<file path="src/rtl/demux2_pkg.sv">
// Shared defaults and helpers for the two-way stream demultiplexer.
// Optional feature macro: DEMUX2_CNT_EN (per-port accepted-transfer counters).
package demux2_pkg;

  localparam int W_DEF     = 4;
  localparam int DEPTH_DEF = 2;
  localparam int CNT_W     = 8;

  // Pointer width for a FIFO of n entries (n is a power of two).
  function automatic int clog2(input int n);
    int r;
    r = 0;
    while ((1 << r) < n) r = r + 1;
    return r;
  endfunction

endpackage

</file>
<file path="src/rtl/fifo_sync.sv">
// Single-clock FIFO with head-of-queue output. A full FIFO refuses a push
// even when it pops in the same cycle, so there is no pass-through path.
module fifo_sync
  import demux2_pkg::*;
#(
  parameter int W     = W_DEF,
  parameter int DEPTH = DEPTH_DEF
) (
  input  logic         clk,
  input  logic         rst_n,
  input  logic         push,
  input  logic [W-1:0] din,
  input  logic         pop,
  output logic         full,
  output logic         empty,
  output logic [W-1:0] head
);

  localparam int AW = clog2(DEPTH);
  localparam logic [AW:0]   CNT_ONE  = (AW+1)'(1);
  localparam logic [AW:0]   CNT_FULL = (AW+1)'(DEPTH);
  localparam logic [AW-1:0] PTR_ONE  = AW'(1);

  logic [DEPTH-1:0][W-1:0] mem;
  logic [AW-1:0]           wr_ptr, rd_ptr;
  logic [AW:0]             count;
  logic                    do_push, do_pop;

  assign full    = (count == CNT_FULL);
  assign empty   = (count == '0);
  assign do_push = push && !full;
  assign do_pop  = pop && !empty;
  // Storage is cleared on reset so the head reads 0 while empty after reset.
  assign head    = mem[rd_ptr];

  // Storage, pointers (wrap naturally at DEPTH) and occupancy.
  always_ff @(posedge clk or negedge rst_n) begin
    if (!rst_n) begin
      mem    <= '0;
      wr_ptr <= '0;
      rd_ptr <= '0;
      count  <= '0;
    end else begin
      if (do_push) begin
        mem[wr_ptr] <= din;
        wr_ptr      <= wr_ptr + PTR_ONE;
      end
      if (do_pop) rd_ptr <= rd_ptr + PTR_ONE;
      case ({do_push, do_pop})
        2'b10:   count <= count + CNT_ONE;
        2'b01:   count <= count - CNT_ONE;
        default: count <= count;
      endcase
    end
  end

endmodule

</file>
<file path="src/rtl/demux2_stream.sv">
// Two-way stream demultiplexer: each accepted input word is routed by Sel
// (1 -> port 1, 0 -> port 2) into an independent per-port FIFO, so a stall
// on one port never blocks traffic to the other.
// Optional feature macro: DEMUX2_CNT_EN adds cnt1/cnt2, wrapping 8-bit
// counts of accepted input transfers per port.
module demux2_stream
  import demux2_pkg::*;
#(
  parameter int W     = W_DEF,
  parameter int DEPTH = DEPTH_DEF
) (
  input  logic             clk,
  input  logic             rst_n,
  input  logic [W-1:0]     Din,
  input  logic             in_valid,
  output logic             in_ready,
  input  logic             Sel,
  output logic [W-1:0]     Dout1,
  output logic             out1_valid,
  input  logic             out1_ready,
  output logic [W-1:0]     Dout2,
  output logic             out2_valid,
  input  logic             out2_ready
`ifdef DEMUX2_CNT_EN
  ,
  output logic [CNT_W-1:0] cnt1,
  output logic [CNT_W-1:0] cnt2
`endif
);

  logic full1, full2, empty1, empty2;
  logic push1, push2;

  // Readiness depends only on the selected FIFO, never on in_valid.
  assign in_ready = Sel ? !full1 : !full2;
  assign push1    = in_valid && in_ready && Sel;
  assign push2    = in_valid && in_ready && !Sel;

  assign out1_valid = !empty1;
  assign out2_valid = !empty2;

  fifo_sync #(.W(W), .DEPTH(DEPTH)) u_fifo1 (
    .clk   (clk),
    .rst_n (rst_n),
    .push  (push1),
    .din   (Din),
    .pop   (out1_ready),
    .full  (full1),
    .empty (empty1),
    .head  (Dout1)
  );

  fifo_sync #(.W(W), .DEPTH(DEPTH)) u_fifo2 (
    .clk   (clk),
    .rst_n (rst_n),
    .push  (push2),
    .din   (Din),
    .pop   (out2_ready),
    .full  (full2),
    .empty (empty2),
    .head  (Dout2)
  );

`ifdef DEMUX2_CNT_EN
  localparam logic [CNT_W-1:0] CNT_INC = CNT_W'(1);

  // Per-port accepted-transfer counters, wrapping 255 -> 0.
  always_ff @(posedge clk or negedge rst_n) begin
    if (!rst_n) begin
      cnt1 <= '0;
      cnt2 <= '0;
    end else begin
      if (push1) cnt1 <= cnt1 + CNT_INC;
      if (push2) cnt2 <= cnt2 + CNT_INC;
    end
  end
`else
  // No counters in this build.
`endif

endmodule

</file>
<file path="config.mk">
export PLATFORM = sky130hd
export DESIGN_NAME = demux2_stream
export DESIGN_NICKNAME = d
export VERILOG_FILES = /design/src/rtl/demux2_pkg.sv /design/src/rtl/fifo_sync.sv /design/src/rtl/demux2_stream.sv
export SDC_FILE = /design/constraint.sdc
export NUM_CORES = 1
export LEC_CHECK = 0
export ABC_AREA = 0
export ABC_CLOCK_PERIOD_IN_PS = 1400
export BUFFER_PORTS_ARGS = -buffer_cell sky130_fd_sc_hd__clkbuf_2
export CAP_MARGIN = 5
export CORE_ASPECT_RATIO = 1.5
export CORE_MARGIN = 2
export CORE_UTILIZATION = 25
export CTS_BUF_LIST = sky130_fd_sc_hd__clkbuf_16
export DETAILED_ROUTE_END_ITERATION = 10
export HOLD_SLACK_MARGIN = 0.15
export PLACE_DENSITY = 0.55
export SETUP_SLACK_MARGIN = 0.5
export SLEW_MARGIN = 20
export SYNTH_ARGS = -nofsm -noshare
export SYNTH_HDL_FRONTEND = slang
export SYNTH_SLANG_ARGS = --single-unit
</file>
<file path="constraint.sdc">
create_clock -name clk -period 1.4 [get_ports clk]
set_input_delay 0.07 -clock clk [delete_from_list [all_inputs] [get_ports clk]]
set_output_delay 0.07 -clock clk [all_outputs]
set_load 0.01 [all_outputs]
</file>
Word level (Yosys, flattened, before mapping). Index checks and enable logic that the tools add are counted.

Flip-flop bits (word level): 24. Word-level logic and storage cells: 61.

$add $sub $neg: 8. Order comparisons: 6. Equal/unequal tests: 6. Mux-type cells: 13. Reductions and logical operators: 18.

Operator list (number): two-way mux 4 bit (6); bitwise mux 8 bit (2); logical AND 1 bit (9); demux 4 bit (select 1 bit) (2); equality test 2 bit, second input constant (4); < comparator 1 x 2 -> 1 bit, second input constant (4); case mux 2 bit (2 select lines) (2); zero test 1 bit (5); adder 1 bit, second input constant (4); adder 2 x 1 -> 2 bit, second input constant (2); equality test 2 x 1 -> 1 bit, second input constant (2); zero test 2 bit (2); nonzero test 2 bit (2); subtractor 2 x 1 -> 2 bit, second input constant (2); >= comparator 1 bit, second input constant (2); two-way mux 1 bit (1).

Depth between registers and ports, before layout. Gate-level depths: netlist of run 1.

Word-level depth: 8. Depth in mapped cells: 6. Mapped depth without buffers: 6.

Modules after synthesis. From an unflattened synthesis of run 1, not the netlist that was laid out.

Cells, all modules: 83. Area total of the unflattened synthesis: 1147.4 sq um.

Modules (own cells, without submodules): fifo_sync (instances 2, cells an instance 39, area each 556.8 sq um, seq. area each 300.3 sq um); demux2_stream (instances 1, cells an instance 5, area each 33.8 sq um, seq. area each 0.0 sq um).

Worst setup path before layout of run 1. Ideal clock, no wire load.

Kind: flip-flop to flip-flop. Start point: reg u_fifo1.count[0]. End point: reg u_fifo1.count[1]. Library setup time: 79 ps. Arrival: 1499 ps. Data required time: 1321 ps. Path slack: -178 ps. Cell stages (with the launch flop): 6. Path buffers: 0. Cell sequence: dfrtp_1 -> or2_2 -> and2_1 -> ha_1 -> nor2_1 -> xor2_1.

Elaborated cells between the ends (all ways): 15.

RTL lines: start: declaration (RTL line fifo_sync.sv:26) `logic [AW:0] count;`; start signal: assignment (RTL line fifo_sync.sv:50) `2'b10: count <= count + CNT_ONE;`; start signal: assignment (RTL line fifo_sync.sv:51) `2'b01: count <= count - CNT_ONE;`; start signal: assignment (RTL line fifo_sync.sv:52) `default: count <= count;`; zero test 2 bit * (RTL line fifo_sync.sv:30) `assign empty = (count == '0);`; zero test 1 bit *; net out1_valid (RTL line demux2_stream.sv:19) `output logic out1_valid,`; logical AND 1 bit * (RTL line fifo_sync.sv:32) `assign do_pop = pop && !empty;`; net u_fifo1.do_pop (RTL line fifo_sync.sv:27) `logic do_push, do_pop;`; equality test 2 x 1 -> 1 bit / equality test 2 bit (equally long branches) (RTL line fifo_sync.sv:49) `case ({do_push, do_pop})`; case mux 2 bit (2 select lines) / nonzero test 2 bit (equally long branches).

The timed path passes the listed nets; every way through them passes the cells marked *. A chain may end at the register's enable or synchronous reset.

Worst setup path in the final report of run 1.
Start point: reg u_fifo1.count[1]. End point: reg u_fifo1.count[1].

Elaborated cells between the ends (all ways): 15.

RTL lines (RTL line): zero test 2 bit * (fifo_sync.sv:30); zero test 1 bit * (fifo_sync.sv:32); logical AND 1 bit * (fifo_sync.sv:32); net u_fifo1.do_pop (fifo_sync.sv:27); equality test 2 x 1 -> 1 bit / equality test 2 bit (equally long branches) (fifo_sync.sv:49); case mux 2 bit (2 select lines) / nonzero test 2 bit (equally long branches).

Marked as above.

==> out/results.tsv, run 1 <==
stage	metric	value	unit
run_status	status	finished, violations left	
run_status	violations	setup timing	
pwr	internal_power	0.00313	W
drt	first_pass_iters	4	
drt	antenna_left	0	
sta	skew	1.44	ps
clock_tree	cts_buffers	3	
logic_synthesis	ys_ff_latch	24	
placed_design	place.port_buffers	20	
die	die_area	5030	um2
drt	vias_per_cell	4.52	
sta	setup_viol	3	
pwr	power_switching	0.00139	W
die	die_x	58.6	um
die	core_area	4250	um2
logic_synthesis	synth_adder_area_share	2.24	%
pwr	clock_power_share	13.3	%
logic_synthesis	ys_seq_area_share	53.8	%
sta	hold_viol	0	
global_routing	gr-total-overflow	0	
pwr	p_total	0.00452	W
job	maxCapViolations	0	
clock_tree	cts.sinks	24	
worst_setup_path	crit_path_max_fanout	3	
pwr	seqPwrFrac	30.4	%
min_path	min_path_cells	3	
clock_tree	cts_tree	built	
placed_design	dp.cells	151	
sta	grt_setup_unrepaired	true	
die	rows	29	
logic_synthesis	synthTopCellsByArea	dfrtp_1 54%, mux2_2 20%, xnor2_1 4.7%, mux2_1 4.0%, xor2_1 3.1%	
die	ios	21	
sta	max_freq	678	MHz
logic_synthesis	yosys.area_share.simple	11.4	%
drt	dr_total_vias	782	
finish	final_cells	173	
finish	final_common_cell	dfrtp_1	
worst_setup_path	start_kind	register	
logic_synthesis	synth_top_family_by_area	multiplexers	
pwr	p_leak	0.876	nW
drt	wire_per_inst	15.1	um
worst_setup_path	critical_path_arrival	1640	ps
logic_synthesis	yosysTopAreaCell	dfrtp_1	
logic_synthesis	netlist_instances	78	
drt	drt-initial-drc-count	13	
placed_design	gp_congestion	0.673	
placed_design	place_ws	-90.1	ps
finish	drive_above_1_share	72.4	%
pwr	swShare	30.8	%
logic_synthesis	synth_compound_area_share	0.448	%
clock_tree	htreeDepth	1	
die	die_h	85.8	um
finish	nets	141	
logic_synthesis	synth_top_area_share	53.8	%
clock_tree	clk_pin_slew	60	ps
finish	multi_input_area	724	um2
logic_synthesis	synth_fp_nets	90	
min_path	min_path_type	in2reg	
sta	slew_headroom	63.3	%
global_routing	grt_pass1_vias	894	
logic_synthesis	syn-cell-area	1120	um2
global_routing	grt_max_degree	25	
drt	drc	0	
global_routing	grt_pass1_wl	4210	um
sta	period_needed	1470	ps
sta	slew_violations	0	
sta	worst_slew_pin_slew	551	ps
worst_setup_path	cp_data_required_time	1570	ps
global_routing	antenna_found_initial	0	
finish	final_cell_mix	23 x dfrtp_1, 19 x mux2_4, 14 x buf_6	
finish	syn_to_final_growth	65.0	%
pwr	combPwrFrac	56.3	%
clock_tree	cts_root_buffer	clkbuf_16	
clock_tree	cts.path.max_buffers	2	
drt	drt_wl_total	2620	um
pwr	p_per_area	2450	nW/um2
worst_setup_path	end_kind	register	
worst_setup_path	worstSetupPathType	reg2reg	
finish	fill_cells	384	
sta	whs	222	ps
global_routing	grtUsageTotal	11.1	%
logic_synthesis	synth_mux_area_share	24.2	%
sta	finalCritPeriodShare	105	%
logic_synthesis	synth.distinct_cells	20	
clock_tree	insertion_delay	250	ps
pwr	ir_worst_vdd	0.00142	V
finish	antenna_cells	0	
die	start_util	26.3	%
worst_setup_path	reg2reg_depth	6	
logic_synthesis	yosys_warnings	0	
logic_synthesis	avgSynthCellArea	14.3	um2
finish	regArea	602	um2
sta	setup_tns	-140	ps
logic_synthesis	synthXorXnorAreaFrac	7.85	%
placed_design	post-dp-hpwl	1670	um
sta	setup_slack	-73.9	ps
## final timing paths
| kind | slack [ps] | start | end |
|---|---|---|---|
| worst max-delay path | -70 | u_fifo1.count[1] | u_fifo1.count[1] |
| worst min-delay path | 220 | in_valid | u_fifo1.wr_ptr |
| worst max register to register | -70 | u_fifo1.count[1] | u_fifo1.count[1] |
| worst min register to register | 510 | u_fifo1.mem[7] | u_fifo1.mem[7] |
| max in group asynchronous | 660 | rst_n | u_fifo2.rd_ptr |
| min in group asynchronous | 340 | rst_n | u_fifo1.count[1] |
## power groups by stage
stage	sequential, W	combinational, W	clock (W)
6_report	0.00137	0.00255	0.000603
5_1_grt	0.00142	0.00274	0.000640
4_1_cts	0.00136	0.00224	0.000617
3_5_place_dp	0.00133	0.00154	0
3_3_place_gp	0.00130	0.00149	0
2_1_floorplan	0.00127	0.00103	0
## metrics by stage
step                cell area (um2)  util (%)
floorplan                      1160         -
global placement               1370      32.2
detailed placement             1370      32.2
CTS                            1740      40.9
global route                   1840      43.4
finish                         1840      43.4
## synthesized netlist by cell type
cell and n:
nand2b_2 1, nand4_2 1, a21oi_1 1, nor2_1 3, mux2_2 20, or2_2 2, nand4b_1 1, xnor2_1 6
and2_1 2, nor2b_1 1, dfrtp_1 24, mux2_1 4, nor3_4 1, and4bb_4 1, nand2b_1 1, nand3b_1 1
nand2_1 1, nand3_1 1, xor2_1 4, ha_1 2
## flip-flops by register name, summed over array words and instances (netlist names)
register	cells
u_fifo1.mem	8
u_fifo2.mem	8
u_fifo1.wr_ptr	1
u_fifo2.wr_ptr	1
u_fifo2.rd_ptr	1
u_fifo2.count	2
u_fifo1.rd_ptr	1
u_fifo1.count	2
## worst max-delay path: stages (launching register included)
cell	delay (ps)
dfrtp_1	410
or2_4	250
and2_4	170
ha_4	160
xnor2_2	120
nor2_2	110
xor2_1	170
## layout make-up
class | count | share of cell area [%]
well taps | 46 | 3.12
clock buffers | 3 | 4.08
flip-flops and latches | 24 | 32.7
multi-input cells | 54 | 39.3
repair buffers | 46 | 20.8
## layer usage
layer	global-route usage, %	vias up	share of wire (%)
met4	5.07	0	1.6
met2	19.0	19	53
met5	0	-	0
met1	13.5	391	41
met3	1.66	4	4.1
li1	-	368	-
## logic make-up (layout without fill, tap and decap cells)
family                   count (synthesis)  after routing
AO/OA/AOI/OAI                            1              1
flip-flops                              24             24
buffers and inverters                    0             49
adder cells (fa/ha/maj)                  2              2
multiplexers                            24             24
XOR/XNOR                                10             10
AND/OR/NAND/NOR                         17             17
## repair_timing
action / in CTS / in global routing
buffers inserted: 8 / 6
pin swaps: 9 / 3
hold buffers: 5 / 0
setup endpoints to repair: 35 / 36
hold endpoints to repair: 40 / 0
gates resized for setup: 39 / 19
Note: power is estimated with default switching activity, not from simulation.
==> run 2, diff against run 1 <==
CELL_PAD_IN_SITES_DETAIL_PLACEMENT = 0   (was default)
CELL_PAD_IN_SITES_GLOBAL_PLACEMENT = 2   (was default)
PLACE_DENSITY = 0.69   (was 0.55)
==> out/results.tsv, run 2 (synthesized netlist as in run 1, its figures left out) <==
stage	metric	value	unit	change
sta	setup_viol	2		-1
drt	first_pass_iters	2		-2
finish	reg_top3	u_fifo1.mem x8, u_fifo2.mem x8		
global_routing	antenna_found_initial	0		unchanged
drt	drt_wl_total	2620	um	about the same
pwr	p_leak	0.857	nW	-2.2%
sta	whs	115	ps	-107 ps
worst_setup_path	end_kind	register		
placed_design	dp.cells	150		-0.66%
drt	drc	0		unchanged
global_routing	grt_max_degree	25		unchanged
finish	drive_above_1_share	68.5	%	-3.9 points
worst_setup_path	cpPeakStageDelay	410	ps	about the same
sta	setup_slack	-50.5	ps	+23.4 ps
worst_setup_path	cp_num_buf_inv	0		unchanged
finish	syn_to_final_growth	62.9	%	
sta	slew_headroom	63.2	%	about the same
die	die_area	5030	um2	unchanged
drt	wire_per_inst	15.4	um	+1.8%
global_routing	use_met2	20.7	%	+1.7 points
die	ios	21		unchanged
worst_setup_path	start_kind	register		
sta	finalCritPeriodShare	104	%	-1.7 points
sta	period_needed	1450	ps	-23.4 ps
die	die_h	85.8	um	unchanged
die	rows	29		unchanged
sta	skew	1.16	ps	-0.286 ps
min_path	min_path_type	in2reg		
worst_setup_path	cp_data_required_time	1570	ps	about the same
job	maxCapViolations	0		unchanged
worst_setup_path	critical_path_arrival	1620	ps	-20 ps
die	core_area	4250	um2	unchanged
worst_setup_path	cp_slowest_cell	dfrtp_1		
global_routing	grtUsageTotal	11.3	%	+0.20 points
die	die_x	58.6	um	unchanged
global_routing	gr-total-overflow	0		unchanged
finish	fin_util	42.8	%	-0.56 points
clock_tree	cts.path.max_buffers	2		unchanged
finish	nets	138		-2.1%
worst_setup_path	crit_family	simple AND/OR/NAND/NOR gates		
sta	grt_setup_unrepaired	true		
pwr	p_per_area	2530	nW/um2	+3.2%
worst_setup_path	worstSetupPathType	reg2reg		
clock_tree	clk_pin_slew	60	ps	about the same
clock_tree	cts_root_buffer	clkbuf_16		
global_routing	grt-busiest-layer	met2		
placed_design	post-dp-hpwl	1710	um	+2.8%
worst_setup_path	crit_path_max_fanout	3		unchanged
sta	worst_slew_pin_slew	552	ps	+0.697 ps
run_status	violations	setup timing		
drt	dr_total_vias	768		-1.8%
drt	drt-initial-drc-count	15		+2
global_routing	grt_pass1_vias	915		+2.3%
clock_tree	cts_tree	built		
clock_tree	htreeDepth	1		unchanged
run_status	status	finished, violations left		
global_routing	grt_pass1_wl	4280	um	+1.8%
die	start_util	26.3	%	unchanged
worst_setup_path	crit_chain	or2_4 > and2_4 > ha_4 > xnor2_4 > nor2_2 > xor2_1		
sta	max_freq	689	MHz	+1.6%
placed_design	place.port_buffers	20		unchanged
finish	final_cell_mix	22 x mux2_4, 22 x dfrtp_1, 14 x buf_6		
drt	vias_per_cell	4.52		about the same
drt	antenna_left	0		unchanged
global_routing	met3_usage	1.96	%	+0.30 points
pwr	ir_worst_vdd	0.00138	V	-2.9%
clock_tree	insertion_delay	250	ps	about the same
clock_tree	cts.sinks	24		unchanged
global_routing	use_met1	12.9	%	-0.61 points
sta	slew_violations	0		unchanged
clock_tree	cts_buffers	3		unchanged
sta	hold_viol	0		unchanged
finish	final_cells	170		-1.7%
clock_tree	postCtsHoldBufs	4		-1
placed_design	gp_congestion	0.653		-2.9%
finish	antenna_cells	0		unchanged
finish	fill_cells	411		+7.0%
## run 2: cell count changes in the layout (fill, tap and decap cells not counted), sizes merged
| cell | delta |
|---|---|
| buf | +2 |
| clkbuf | -4 |
| dlygate4sd3 | -1 |
## run 2: what timing repair did
action | in CTS | in global routing
resized for setup | 39 | 25
endpoints found under the hold margin | 40 | 4
pin swaps | 9 | 4
gates cloned | 0 | 0
setup buffers | 10 | 3
setup endpoints to repair | 35 | 37
## run 2: report_power, final
part	switching, W	internal, W	total (W)	leakage (nW)
clock network	0.000218	0.000377	0.000595	0.0370
registers	0.000311	0.00107	0.00138	0.282
logic	0.000862	0.00177	0.00263	0.538
total	0.00139	0.00322	0.00461	0.857
## run 2: worst register-to-register path, cell delays in order, from the launching register on
cell and delay, ps:
dfrtp_1 410, or2_4 240, and2_4 150, ha_4 170, xnor2_4 120, nor2_2 120
xor2_1 160
## run 2: through the flow
| step | power [W] | setup WS (ps) | cell area (um2) | setup TNS (ps) |
|---|---|---|---|---|
| floorplan | 0.00231 | -31.5 | 1160 | -55.6 |
| global placement | 0.00278 | -6.33 | 1360 | -6.33 |
| detailed placement | 0.00287 | -113 | 1360 | -139 |
| CTS | 0.00423 | -40.3 | 1720 | -68.3 |
| global route | 0.00489 | -115 | 1820 | -362 |
| finish | 0.00461 | -50.5 | 1820 | -62.6 |
## run 2: worst paths after layout
path,cells after the start,start,end,slack (ps)
max in group asynchronous,2,rst_n,u_fifo1.rd_ptr,660
min in group asynchronous,2,rst_n,u_fifo1.count[1],340
max,6,u_fifo1.count[1],u_fifo1.count[1],-50
min reg2reg,1,u_fifo2.wr_ptr,u_fifo2.wr_ptr,490
min,2,Din[3],u_fifo1.mem[7],110
max reg2reg,6,u_fifo1.count[1],u_fifo1.count[1],-50
## run 2: layout make-up
type                            instances  area [um2]  area share, %
Multi-Input combinational cell         54         709           39.0
Tap cell                               46        57.6           3.17
Clock buffer                            3        75.1           4.13
Timing Repair Buffer                   43         373           20.5
Sequential cell                        24         603           33.2
## run 2: routing by layer
layer,vias up,share of wire [%]
li1,366,-
met1,387,39
met2,13,57
met3,2,3.2
met4,0,0.88
met5,-,0
